===== config.mk =====
export PLATFORM = sky130hd
export DESIGN_NAME = nand_logic_unit_flat
export DESIGN_NICKNAME = d
export VERILOG_FILES = /design/src/rtl/nand_logic_unit_if.sv /design/src/rtl/nand_logic_unit.sv /design/src/flat_wrapper.sv
export SDC_FILE = /design/constraint.sdc
export NUM_CORES = 1
export LEC_CHECK = 0
export CORE_UTILIZATION = 56
export DETAILED_ROUTE_END_ITERATION = 12
export GPL_TIMING_DRIVEN = 0
export PLACE_DENSITY = 0.81
export SYNTH_ARGS = -nofsm -noshare
export SYNTH_HDL_FRONTEND = slang
export SYNTH_SLANG_ARGS = --single-unit

===== constraint.sdc =====
create_clock -name clk -period 2 [get_ports clk]
set_input_delay 0.4 -clock clk [delete_from_list [all_inputs] [get_ports clk]]
set_output_delay 0.4 -clock clk [all_outputs]
set_load 0.005 [all_outputs]

===== src/rtl/nand_logic_unit_if.sv =====
// Stream interface for nand_logic_unit: operand beat channel in, result channel out.
interface nand_logic_unit_if #(
  parameter int unsigned WIDTH = 8,
  parameter int unsigned CNT_W = 4
);
  logic             in_valid;
  logic             in_ready;
  logic [2:0]       op;
  logic             accum;
  logic             in_last;
  logic [WIDTH-1:0] a;
  logic [WIDTH-1:0] b;
  logic             out_valid;
  logic             out_ready;
  logic [WIDTH-1:0] y;
  logic [CNT_W-1:0] out_count;

  modport master (
    output in_valid, op, accum, in_last, a, b, out_ready,
    input  in_ready, out_valid, y, out_count
  );

  modport slave (
    input  in_valid, op, accum, in_last, a, b, out_ready,
    output in_ready, out_valid, y, out_count
  );
endinterface


===== src/rtl/nand_logic_unit.sv =====
// Registered WIDTH-bit logic unit built only from 2-input NAND primitives,
// with a valid/ready stream interface and a multi-beat reduction mode.
module nand_logic_unit #(
  parameter int unsigned WIDTH = 8,
  parameter int unsigned CNT_W = 4
) (
  input  logic              clk,
  input  logic              rst_n,
  nand_logic_unit_if.slave  bus
);

  typedef logic [WIDTH-1:0] word_t;
  typedef logic [CNT_W-1:0] cnt_t;
  typedef enum logic {IDLE, ACCUM} state_t;

  // The single primitive; every other gate is composed from it.
  function automatic word_t g_nand(input word_t x, input word_t z);
    return ~(x & z);
  endfunction

  function automatic word_t g_not(input word_t x);
    return g_nand(x, x);
  endfunction

  function automatic word_t g_and(input word_t x, input word_t z);
    return g_not(g_nand(x, z));
  endfunction

  function automatic word_t g_or(input word_t x, input word_t z);
    return g_nand(g_not(x), g_not(z));
  endfunction

  function automatic word_t g_xor(input word_t x, input word_t z);
    word_t t;
    t = g_nand(x, z);
    return g_nand(g_nand(x, t), g_nand(z, t));
  endfunction

  function automatic word_t op_apply(input logic [2:0] o, input word_t x, input word_t z);
    word_t r;
    r = '0;
    case (o)
      3'b000: r = g_and(x, z);
      3'b001: r = g_or(x, z);
      3'b010: r = g_nand(x, z);
      3'b011: r = g_not(g_or(x, z));
      3'b100: r = g_xor(x, z);
      3'b101: r = g_not(g_xor(x, z));
      3'b110: r = g_not(x);
      3'b111: r = g_not(g_not(x));
    endcase
    return r;
  endfunction

  // Fold one beat into the running reduction; NOT/BUF just track the latest a.
  function automatic word_t base_fold(input logic [2:0] o, input word_t acc_v, input word_t x);
    word_t r;
    r = x;
    case (o)
      3'b000, 3'b010: r = g_and(acc_v, x);
      3'b001, 3'b011: r = g_or(acc_v, x);
      3'b100, 3'b101: r = g_xor(acc_v, x);
      default:        r = x;
    endcase
    return r;
  endfunction

  // Inverting ops invert the final base reduction rather than chaining.
  function automatic word_t finish(input logic [2:0] o, input word_t r);
    word_t f;
    f = r;
    case (o)
      3'b010, 3'b011, 3'b101, 3'b110: f = g_not(r);
      3'b111:                         f = g_not(g_not(r));
      default:                        f = r;
    endcase
    return f;
  endfunction

  function automatic cnt_t sat_inc(input cnt_t c);
    return (c == '1) ? c : c + CNT_W'(1);
  endfunction

  state_t     state, state_n;
  word_t      acc, acc_n;
  cnt_t       cnt, cnt_n;
  logic [2:0] op_q, op_n;
  logic       out_valid, out_valid_n;
  word_t      y, y_n;
  cnt_t       out_count, out_count_n;
  word_t      folded;
  logic       in_ready;
  logic       fire;

  assign in_ready      = !out_valid || bus.out_ready;
  assign fire          = bus.in_valid && in_ready;
  assign bus.in_ready  = in_ready;
  assign bus.out_valid = out_valid;
  assign bus.y         = y;
  assign bus.out_count = out_count;

  // Next-state, accumulator and output-register selection.
  always_comb begin
    state_n     = state;
    acc_n       = acc;
    cnt_n       = cnt;
    op_n        = op_q;
    out_valid_n = out_valid;
    y_n         = y;
    out_count_n = out_count;
    folded      = base_fold(op_q, acc, bus.a);

    if (out_valid && bus.out_ready) out_valid_n = 1'b0;

    if (fire) begin
      if (state == IDLE) begin
        if (!bus.accum) begin
          y_n         = op_apply(bus.op, bus.a, bus.b);
          out_count_n = CNT_W'(1);
          out_valid_n = 1'b1;
        end else if (bus.in_last) begin
          y_n         = finish(bus.op, bus.a);
          out_count_n = CNT_W'(1);
          out_valid_n = 1'b1;
        end else begin
          state_n = ACCUM;
          op_n    = bus.op;
          acc_n   = bus.a;
          cnt_n   = CNT_W'(1);
        end
      end else begin
        if (bus.in_last) begin
          y_n         = finish(op_q, folded);
          out_count_n = sat_inc(cnt);
          out_valid_n = 1'b1;
          state_n     = IDLE;
        end else begin
          acc_n = folded;
          cnt_n = sat_inc(cnt);
        end
      end
    end
  end

  // State and datapath registers; reset discards any sequence or pending result.
  always_ff @(posedge clk or negedge rst_n) begin
    if (!rst_n) begin
      state     <= IDLE;
      acc       <= '0;
      cnt       <= '0;
      op_q      <= '0;
      out_valid <= 1'b0;
      y         <= '0;
      out_count <= '0;
    end else begin
      state     <= state_n;
      acc       <= acc_n;
      cnt       <= cnt_n;
      op_q      <= op_n;
      out_valid <= out_valid_n;
      y         <= y_n;
      out_count <= out_count_n;
    end
  end

endmodule


===== src/flat_wrapper.sv =====
// flat-port wrapper written by rule: the top's interface ports become plain ports
module nand_logic_unit_flat 
#(
  parameter int unsigned WIDTH = 8,
  parameter int unsigned CNT_W = 4
)
  (clk, rst_n, bus_in_valid, bus_op, bus_accum, bus_in_last, bus_a, bus_b, bus_out_ready, bus_in_ready, bus_out_valid, bus_y, bus_out_count);
  nand_logic_unit_if #(.WIDTH(WIDTH), .CNT_W(CNT_W)) bus_i ();
  input  logic clk;
  input  logic rst_n;
  input wire logic [$bits(bus_i.in_valid)-1:0] bus_in_valid;
  input wire logic [$bits(bus_i.op)-1:0] bus_op;
  input wire logic [$bits(bus_i.accum)-1:0] bus_accum;
  input wire logic [$bits(bus_i.in_last)-1:0] bus_in_last;
  input wire logic [$bits(bus_i.a)-1:0] bus_a;
  input wire logic [$bits(bus_i.b)-1:0] bus_b;
  input wire logic [$bits(bus_i.out_ready)-1:0] bus_out_ready;
  output wire logic [$bits(bus_i.in_ready)-1:0] bus_in_ready;
  output wire logic [$bits(bus_i.out_valid)-1:0] bus_out_valid;
  output wire logic [$bits(bus_i.y)-1:0] bus_y;
  output wire logic [$bits(bus_i.out_count)-1:0] bus_out_count;
  assign bus_i.in_valid = bus_in_valid;
  assign bus_i.op = bus_op;
  assign bus_i.accum = bus_accum;
  assign bus_i.in_last = bus_in_last;
  assign bus_i.a = bus_a;
  assign bus_i.b = bus_b;
  assign bus_i.out_ready = bus_out_ready;
  assign bus_in_ready = bus_i.in_ready;
  assign bus_out_valid = bus_i.out_valid;
  assign bus_y = bus_i.y;
  assign bus_out_count = bus_i.out_count;
  nand_logic_unit #(.WIDTH(WIDTH), .CNT_W(CNT_W)) u_core (.clk(clk), .rst_n(rst_n), .bus(bus_i));
endmodule

Yosys cells after proc, flatten, opt, wreduce, memory -nomap -nowiden
Cells that the tools add are included.
{"block": "totals", "wordCells": 111, "input_bits": 25, "output_inout_bits": 14, "regBits": 29}
{"block": "classes", "muxes": 29, "n_bitwise": 42, "n_addsub": 1, "reduce_logical": 15, "n_eq_ne": 17}
{"op": "$and 8x8->8", "count": 20}
{"op": "$not 8->8", "count": 20}
{"op": "$mux 8", "count": 8}
{"op": "$pmux 8 s8", "count": 1}
{"op": "$mux 4", "count": 9}
{"op": "$pmux 8 s2", "count": 2}
{"op": "$eq 3x3->1 const B", "count": 8}
{"op": "$pmux 8 s3", "count": 1}
{"op": "$eq 3x2->1 const B", "count": 4}
{"op": "$mux 1", "count": 8}
{"op": "$reduce_or 4->1", "count": 2}
{"op": "$eq 3x1->1 const B", "count": 2}
{"op": "$logic_not 3->1", "count": 2}
{"op": "$reduce_and 3->1", "count": 2}
{"op": "$reduce_or 2->1", "count": 3}
{"op": "$add 4x1->4 const B", "count": 1}
{"op": "$eq 4x4->1 const B", "count": 1}
{"op": "$reduce_and 4->1", "count": 1}
{"op": "$logic_and 1x1->1", "count": 2}
{"op": "$ne 2x1->1 const B", "count": 1}
{"op": "$ne 2x2->1 const B", "count": 1}
{"op": "$not 1->1", "count": 2}
{"op": "$reduce_bool 2->1", "count": 1}
{"op": "$logic_not 1->1", "count": 1}
{"op": "$logic_or 1x1->1", "count": 1}

Logic depth before layout (Yosys ltp)
Gate-level depths: netlist of run 1.
{"block": "depth", "word_depth": 14, "ltp_mapped": 7}

Worst setup path before layout of run 1
Ideal clock, no wire load.
{"block": "synth_path", "kind": "input-to-reg", "from": "input port bus_a[6]", "to": "register u_core.y[6] (netlist: u_core.bus.y[6])", "t_arrival_ns": 1.680, "setup_slack_ns": 0.190, "path_stages": 6, "t_required_ns": 1.869, "path_cell_list": "inv_1 -> ha_1 -> mux2_2 -> mux4_2 -> a221oi_1 -> nor3_1"}
{"block": "synth_via", "elab_chain_len": 14, "elab_cells_between_ends": 44, "cone_classes": "mux: 8; bitwise: 36"}
{"item": "start: declaration", "line": "flat_wrapper.sv:15", "text": "input wire logic [$bits(bus_i.a)-1:0] bus_a;"}
{"item": "$and 8x8->8", "line": "nand_logic_unit.sv:18", "text": "return ~(x & z);"}
{"item": "$not 8->8", "line": "nand_logic_unit.sv:18"}
{"item": "$and 8x8->8", "line": "nand_logic_unit.sv:18"}
{"item": "$not 8->8", "line": "nand_logic_unit.sv:18"}
{"item": "$and 8x8->8", "line": "nand_logic_unit.sv:18"}
{"item": "$not 8->8", "line": "nand_logic_unit.sv:18"}
{"item": "$pmux 8 s3", "line": "nand_logic_unit.sv:59", "text": "case (o)"}
{"item": "$and 8x8->8", "line": "nand_logic_unit.sv:18"}
{"item": "$not 8->8", "line": "nand_logic_unit.sv:18"}
{"item": "$and 8x8->8", "line": "nand_logic_unit.sv:18"}
{"item": "$not 8->8", "line": "nand_logic_unit.sv:18"}
{"item": "$pmux 8 s2", "line": "nand_logic_unit.sv:72", "text": "case (o)"}
{"item": "$mux 8", "line": "nand_logic_unit.sv:132", "text": "if (bus.in_last) begin"}
{"item": "$mux 8 (*)", "line": "nand_logic_unit.sv:116", "text": "if (state == IDLE) begin"}
{"item": "end signal: assignment", "line": "nand_logic_unit.sv:161", "text": "y <= y_n;"}
{"item": "end: declaration", "line": "nand_logic_unit.sv:89", "text": "word_t y, y_n;"}
Every way passes the cells marked *; elsewhere a longest branch is shown, timed or not. The select of a mux whose other input is x is not followed.
A chain may end at the register's enable or synchronous reset.

Worst setup path in the final report of run 1
{"block": "layout_path", "from": "register u_core.op_q[0]", "to": "register u_core.y[1] (netlist: u_core.bus.y[1])"}
{"block": "layout_via", "elab_chain_len": 10, "elab_cells_between_ends": 20, "cone_classes": "eq/ne: 7; mux: 4; bitwise: 4; reduce/logical: 5"}
{"item": "start: declaration", "line": "nand_logic_unit.sv:87", "text": "logic [2:0] op_q, op_n;"}
{"item": "start signal: assignment", "line": "nand_logic_unit.sv:159", "text": "op_q <= op_n;"}
{"item": "$eq 3x3->1 (tied with other cells)", "line": "nand_logic_unit.sv:59"}
{"item": "$reduce_or 2->1", "line": "nand_logic_unit.sv:59"}
{"item": "$pmux 8 s3", "line": "nand_logic_unit.sv:59"}
{"item": "$and 8x8->8", "line": "nand_logic_unit.sv:18"}
{"item": "$not 8->8", "line": "nand_logic_unit.sv:18"}
{"item": "$and 8x8->8", "line": "nand_logic_unit.sv:18"}
{"item": "$not 8->8", "line": "nand_logic_unit.sv:18"}
{"item": "$pmux 8 s2 (*)", "line": "nand_logic_unit.sv:72"}
{"item": "$mux 8 (*)", "line": "nand_logic_unit.sv:132"}
{"item": "$mux 8 (*)", "line": "nand_logic_unit.sv:116"}
Marks and branches as above.

==> qor.csv, run 1 <==
stage,metric,value,unit
status,status,"finished, final reports clean",
clocking,insertion_delay,0.29,ns
timing,finalHoldViolCount,0,
worst_setup_path,reg2reg_to,u_core.bus.y[1],
yosys,synth_top_cell_by_area,dfrtp_1,
yosys,async_reset_ff_share,100,%
yosys,syn_inst,344,
clocking,cts_sinks,29,
place,gp_congestion,0.875,
pwr,power_per_cell_area,785,nW/µm²
global_route,grt_use_met1,38.1,%
routing,wl_per_cell,16.8,µm
timing,fmax,517,MHz
clocking,clk_pin_slew_worst_paths,0.07,ns
routing,drt_iter0_markers,225,
yosys,ys_ff_latch,29,
global_route,grt_pass1_wl,12.4,mm
timing,setup_viol,0,
yosys,synthTopCellsByArea,"dfrtp_1, ha_1, mux2i_1",
yosys,ys.flop_type,dfrtp_1,
yosys,synthesis.area,2920,µm²
clocking,clock-root-buffer,clkbuf_8,
global_route,busiest_layer,met2,
finish,post-route-util,72.7,%
yosys,synth-edff-count,0,
routing,routed_via_density,5.91,
timing,slew_headroom,55.4,%
worst_setup_path,r2r_slack,0.07,ns
global_route,grt_max_degree,30,
global_route,grt_usage,30.3,%
global_route,use_met3,5.01,%
yosys,synth_top_area_share,24.9,%
finish,area_growth_syn_to_layout,21.6,%
routing,vias,2742,
pwr,p_leak,1.68,nW
pwr,finalPower,2.79,mW
worst_setup_path,crit_required,2.16,ns
worst_setup_path,rr_startpoint,u_core.op_q[0],
yosys,postSynthAreaPerCell,8.49,µm²
hold_path,hold_class,in -> async,
global_route,grt_pass1_vias,2666,
yosys,syn_nets,402,
floorplanning,fp.dieH,74.2,µm
timing,worst_slack,0.0658,ns
routing,drc,0,
timing,min_period,1.93,ns
place,hpwl,5.57,mm
floorplanning,coreArea,4880,µm²
floorplanning,dieArea,5510,µm²
clocking,cts_buffers,5,
clocking,cts_htree_levels,2,
worst_setup_path,worstSetupEndpointType,flop,
place,pre_cts_slack,-0.645,ns
clocking,cts_tree,done,
yosys,yosys_warnings,0,
timing,worst_pin_slew,0.669,ns
worst_setup_path,start_kind,flop,
yosys,ys_types,47,
global_route,grtUsageMet2,50.0,%
worst_setup_path,worstPathMaxFanout,8,
global_route,grt_antenna_before_repair,0,
routing,postRouteAntennaNets,0,
pwr,ir_drop,0.506,mV
clocking,clockBufferDepth,2,
global_route,grt_remaining_overflow,0,
floorplanning,num_rows,25,
finish,final_nets,454,
routing,wl,7.81,mm
timing,min_period_over_period,96.7,%
worst_setup_path,rr_worst_depth,6,
worst_setup_path,critical_path_class,reg -> reg,
finish,drive_above_1_share,18.1,%
finish,antennaDiodeCount,0,
clocking,hold_buffers,0,
floorplanning,pin_count,39,
floorplanning,start_util,59.8,%
timing,final.setup_skew,0.0102,ns
run,maxCapViolations,0,
routing,dr.pass1.iters,7,
place,portBuffers,37,
worst_setup_path,cp_data_arrival_time,2.09,ns
floorplanning,die_w,74.2,µm
timing,slew_viol_final,0,
yosys,yosysSeqAreaShare,24.9,%
-- worst max path at each step --
stage                   start         endpoint  slack [ns]
6_report       u_core.op_q[0]  u_core.bus.y[1]        0.07
5_1_grt             bus_op[0]  u_core.bus.y[4]      -0.007
4_1_cts              bus_a[7]  u_core.bus.y[7]       0.004
3_5_place_dp         bus_a[6]  u_core.bus.y[6]       -0.65
3_3_place_gp         bus_a[6]  u_core.bus.y[6]       -0.61
2_1_floorplan        bus_a[6]  u_core.bus.y[6]        0.19
-- cell usage after synthesis, types with 4 or more instances --
master,n
a211oi_1,11
inv_1,32
nor2_1,28
ha_1,33
dfrtp_1,29
nor2b_1,4
nand2_1,34
buf_2,9
a21oi_1,14
nor3_1,4
xnor2_1,9
mux2_2,20
o31ai_1,4
o21ai_0,35
clkbuf_1,8
mux2i_1,23
-- cells by family (layout without fill, tap and decap cells) --
group,after synthesis,after routing,share of synthesized area (%)
buffers and inverters,53,106,7.50
xor gates and xnor gates,12,12,4.24
AOI/OAI and AO/OA,85,85,19.0
adders and majority gates,33,33,14.1
DFF,29,29,24.9
muxes,44,44,16.4
and+or+nand+nor,88,88,13.8
-- cell type report --
cell class	instances	area (µm²)
flip-flops and latches	29	726
multi-input cells	262	2000
clock inverters	1	5.00
clock buffers	7	96.3
inverters	33	129
repair buffers	46	407
fillers	400	1330
plain buffers	19	106
well taps	67	83.8
-- repair_timing --
item / 4_1_cts / 5_1_grt
setup buffers: 0 / 9
endpoints found under the setup margin: 16 / 8
gates resized for setup: 19 / 23
pin swaps: 2 / 4
-- worst max-delay path, cell delays in order (launching register included) --
cell and delay [ns]:
dfrtp_1 0.35, buf_2 0.18, a21bo_2 0.26, a2111oi_4 0.58, o211a_1 0.24, a211oi_1 0.05
o311a_1 0.14
-- stage by stage --
step | instance area, µm² | cells | TNS (ns) | hold slack (ns)
floorplan | 2920 | 344 | 0 | 0.104
global placement | 3370 | 448 | -6.69 | 0.463
detailed placement | 3370 | 448 | -7.35 | 0.483
CTS | 3490 | 456 | 0 | 0.493
global route | 3550 | 464 | -0.0112 | 0.184
finish | 3550 | 464 | 0 | 0.136
-- report_power, final --
group / internal, mW / switching (mW) / total (mW)
logic: 0.647 / 0.688 / 1.34
clock network: 0.311 / 0.245 / 0.556
registers: 0.760 / 0.135 / 0.894
-- cells in the final DEF (no fill, tap or decap), types with 5 or more instances in the layout --
| cell type | n |
|---|---|
| a21oi_1 | 14 |
| nor2_1 | 28 |
| mux2i_1 | 23 |
| inv_1 | 31 |
| clkbuf_2 | 6 |
| ha_1 | 33 |
| clkdlybuf4s50_1 | 23 |
| mux2_2 | 20 |
| dfrtp_1 | 29 |
| clkbuf_8 | 7 |
| a211oi_1 | 10 |
| buf_4 | 13 |
| o21ai_0 | 34 |
| clkbuf_1 | 5 |
| xnor2_1 | 9 |
| nand2_1 | 34 |
| buf_2 | 8 |
-- per-layer routing --
| metal | wire length, µm | vias up |
|---|---|---|
| met2 | 3770 | 110 |
| li1 | - | 1299 |
| met1 | 3320 | 1303 |
| met5 | 0 | - |
| met3 | 462 | 30 |
| met4 | 258 | 0 |
-- sequential cells by signal, summed over array words and instances (netlist names) --
name                  flops
u_core.state              1
u_core.bus.out_valid      1
u_core.cnt                4
u_core.op_q               3
u_core.bus.y              8
u_core.acc                8
u_core.bus.out_count      4
No activity file was read; power rests on OpenSTA's default activity.
==> inputs of run 2 (changes only) <==
==> constraint.sdc (replaced) <==
create_clock -name clk -period 2.08 [get_ports clk]
set_input_delay 0.416 -clock clk [delete_from_list [all_inputs] [get_ports clk]]
set_output_delay 0.416 -clock clk [all_outputs]
set_load 0.005 [all_outputs]
==> qor.csv, run 2 (synthesized netlist as in run 1, its figures left out) <==
stage,metric,value,unit
timing,min_period,2.05,ns
floorplanning,die_w,74.2,µm
routing,wl_per_cell,16.9,µm
global_route,grt_pass1_wl,12.4,mm
worst_setup_path,start_kind,input port,
floorplanning,pin_count,39,
global_route,grt_remaining_overflow,0,
status,status,"finished, final reports clean",
timing,fmax,489,MHz
worst_setup_path,worstSetupEndpointType,flop,
worst_setup_path,r2r_slack,0.16,ns
finish,area_growth_syn_to_layout,19.4,%
timing,rsz0062_at_grt,true,
timing,setup_viol,0,
finish,n_fill_cell,407,
routing,wl_met1,3.32,mm
clocking,insertion_delay,0.29,ns
pwr,p_leak,1.64,nW
worst_setup_path,critical_path.top_delay_family,simple AND/OR/NAND/NOR gates,
place,portBuffers,37,
worst_setup_path,slowest_delay,0.50,ns
pwr,p_comb_share,47.5,%
finish,final_common_cell,o21ai_0,
worst_setup_path,cp_data_arrival_time,2.20,ns
worst_setup_path,worstPathMaxFanout,9,
worst_setup_path,path_cells,"clkdlybuf4s50_1, nor2b_4, clkinv_4, nand2_1, or3_1, buf_2, or3b_1, o311a_1",
floorplanning,dieArea,5510,µm²
routing,dr.pass1.iters,5,
global_route,grt_antenna_before_repair,0,
global_route,grt_usage,30.2,%
routing,top_layer,met4,
clocking,cts_htree_levels,2,
finish,drive_above_1_share,14.9,%
floorplanning,num_rows,25,
routing,wl,7.72,mm
finish,reg.largest.list,"u_core.acc (8), u_core.bus.y (8)",
clocking,clk_pin_slew_worst_paths,0.07,ns
global_route,grt_pass1_vias,2648,
clocking,cts_buffers,5,
routing,vias,2712,
finish,layout_common_cells,"o21ai_0, nand2_1, ha_1",
pwr,pwr-share-seq,32.4,%
clocking,hold_buffers,0,
timing,finalHoldViolCount,0,
timing,worst_pin_slew,0.670,ns
routing,met2_length,3.67,mm
worst_setup_path,worst-path-buf-inv,3,
finish,antennaDiodeCount,0,
timing,final.setup_skew,0.00920,ns
timing,slew_viol_final,0,
clocking,cts_tree,done,
routing,drc,0,
place,pre_cts_slack,-0.581,ns
finish,multi_input_comb_area,1990,µm²
clocking,clockBufferDepth,2,
global_route,grt_max_degree,30,
worst_setup_path,crit_required,2.24,ns
clocking,cts_sinks,29,
pwr,ir_drop,0.485,mV
timing,min_period_over_period,98.4,%
timing,finalSetupTns,0,ns
pwr,power_per_cell_area,761,nW/µm²
floorplanning,fp.dieH,74.2,µm
place,hpwl,5.57,mm
run,maxCapViolations,0,
worst_setup_path,crit_path_top_delay_cell,clkdlybuf4s50_1,
pwr,switching_share,38.4,%
routing,postRouteAntennaNets,0,
floorplanning,coreArea,4880,µm²
hold_path,hold_class,in -> async,
routing,wl_met3,487,µm
clocking,clock-root-buffer,clkbuf_8,
worst_setup_path,critical_path_class,in -> reg,
routing,drt_iter0_markers,190,
routing,routed_via_density,5.95,
place,gp_congestion,0.875,
pwr,internal-power,1.63,mW
timing,slew_headroom,55.3,%
pwr,power.switching,1.02,mW
pwr,pwr-share-clk,20.1,%
finish,seqCellArea,726,µm²
floorplanning,start_util,59.8,%
timing,worst_slack,0.0343,ns
finish,final_nets,446,
run 2: cell types whose count changed in the layout (fill, tap and decap cells not counted), sizes merged:
cell	before	now
buf	23	13
clkbuf	19	18
clkdlybuf4s15	1	2
clkdlybuf4s50	23	25
clkinvlp	1	0
inv	31	32
run 2: area by class of cell:
cell class                      count  share of cell area [%]
Buffer                             19                    2.80
Clock buffer                        7                    2.76
Sequential cell                    29                    20.8
Multi-Input combinational cell    262                    57.0
Tap cell                           67                    2.40
Timing Repair Buffer               38                    10.4
Clock inverter                      1                   0.144
Inverter                           33                    3.70
run 2: per-layer routing:
layer  up-vias  track usage, %
li1       1284               -
met1      1280            39.4
met2       126            49.2
met3        22            4.34
met4         0            14.7
met5         -               0
run 2: metrics by stage:
step | power [mW] | util [%] | instances | area (µm²) | hold WS (ns)
2_1_floorplan | 1.65 | - | 344 | 2920 | 0.120
3_3_place_gp | 2.03 | 69.1 | 448 | 3370 | 0.463
3_5_place_dp | 2.09 | 69.1 | 448 | 3370 | 0.483
4_1_cts | 2.64 | 71.2 | 456 | 3480 | 0.493
5_1_grt | 2.84 | 71.4 | 456 | 3490 | 0.201
6_report | 2.65 | 71.4 | 456 | 3490 | 0.155
run 2: path summary, 6_finish.rpt:
path / startpoint / to / cells past startpoint
hold / removal: rst_n / u_core.bus.out_count[3] / 1
setup / recovery: bus_out_ready / u_core.bus.y[1] / 8
hold reg to reg: u_core.bus.out_count[2] / u_core.bus.out_count[2] / 2
max in group asynchronous: rst_n / u_core.acc[2] / 1
setup reg to reg: u_core.op_q[0] / u_core.bus.y[1] / 6
min in group clk: u_core.bus.out_count[2] / u_core.bus.out_count[2] / 2
run 2: power groups by stage:
| stage | registers (mW) | clock network [mW] | logic [mW] |
|---|---|---|---|
| final | 0.860 | 0.532 | 1.26 |
| after global routing | 0.877 | 0.559 | 1.40 |
| after CTS | 0.857 | 0.534 | 1.25 |
| after detailed placement | 0.866 | 0 | 1.23 |
| after global placement | 0.858 | 0 | 1.17 |
| after floorplan | 0.845 | 0 | 0.806 |
run 2: repair_timing:
item	CTS	global route
endpoints found under the setup margin	13	17
setup buffers	0	1
pin swaps	0	3
gates resized for setup	11	17
cloned	0	0
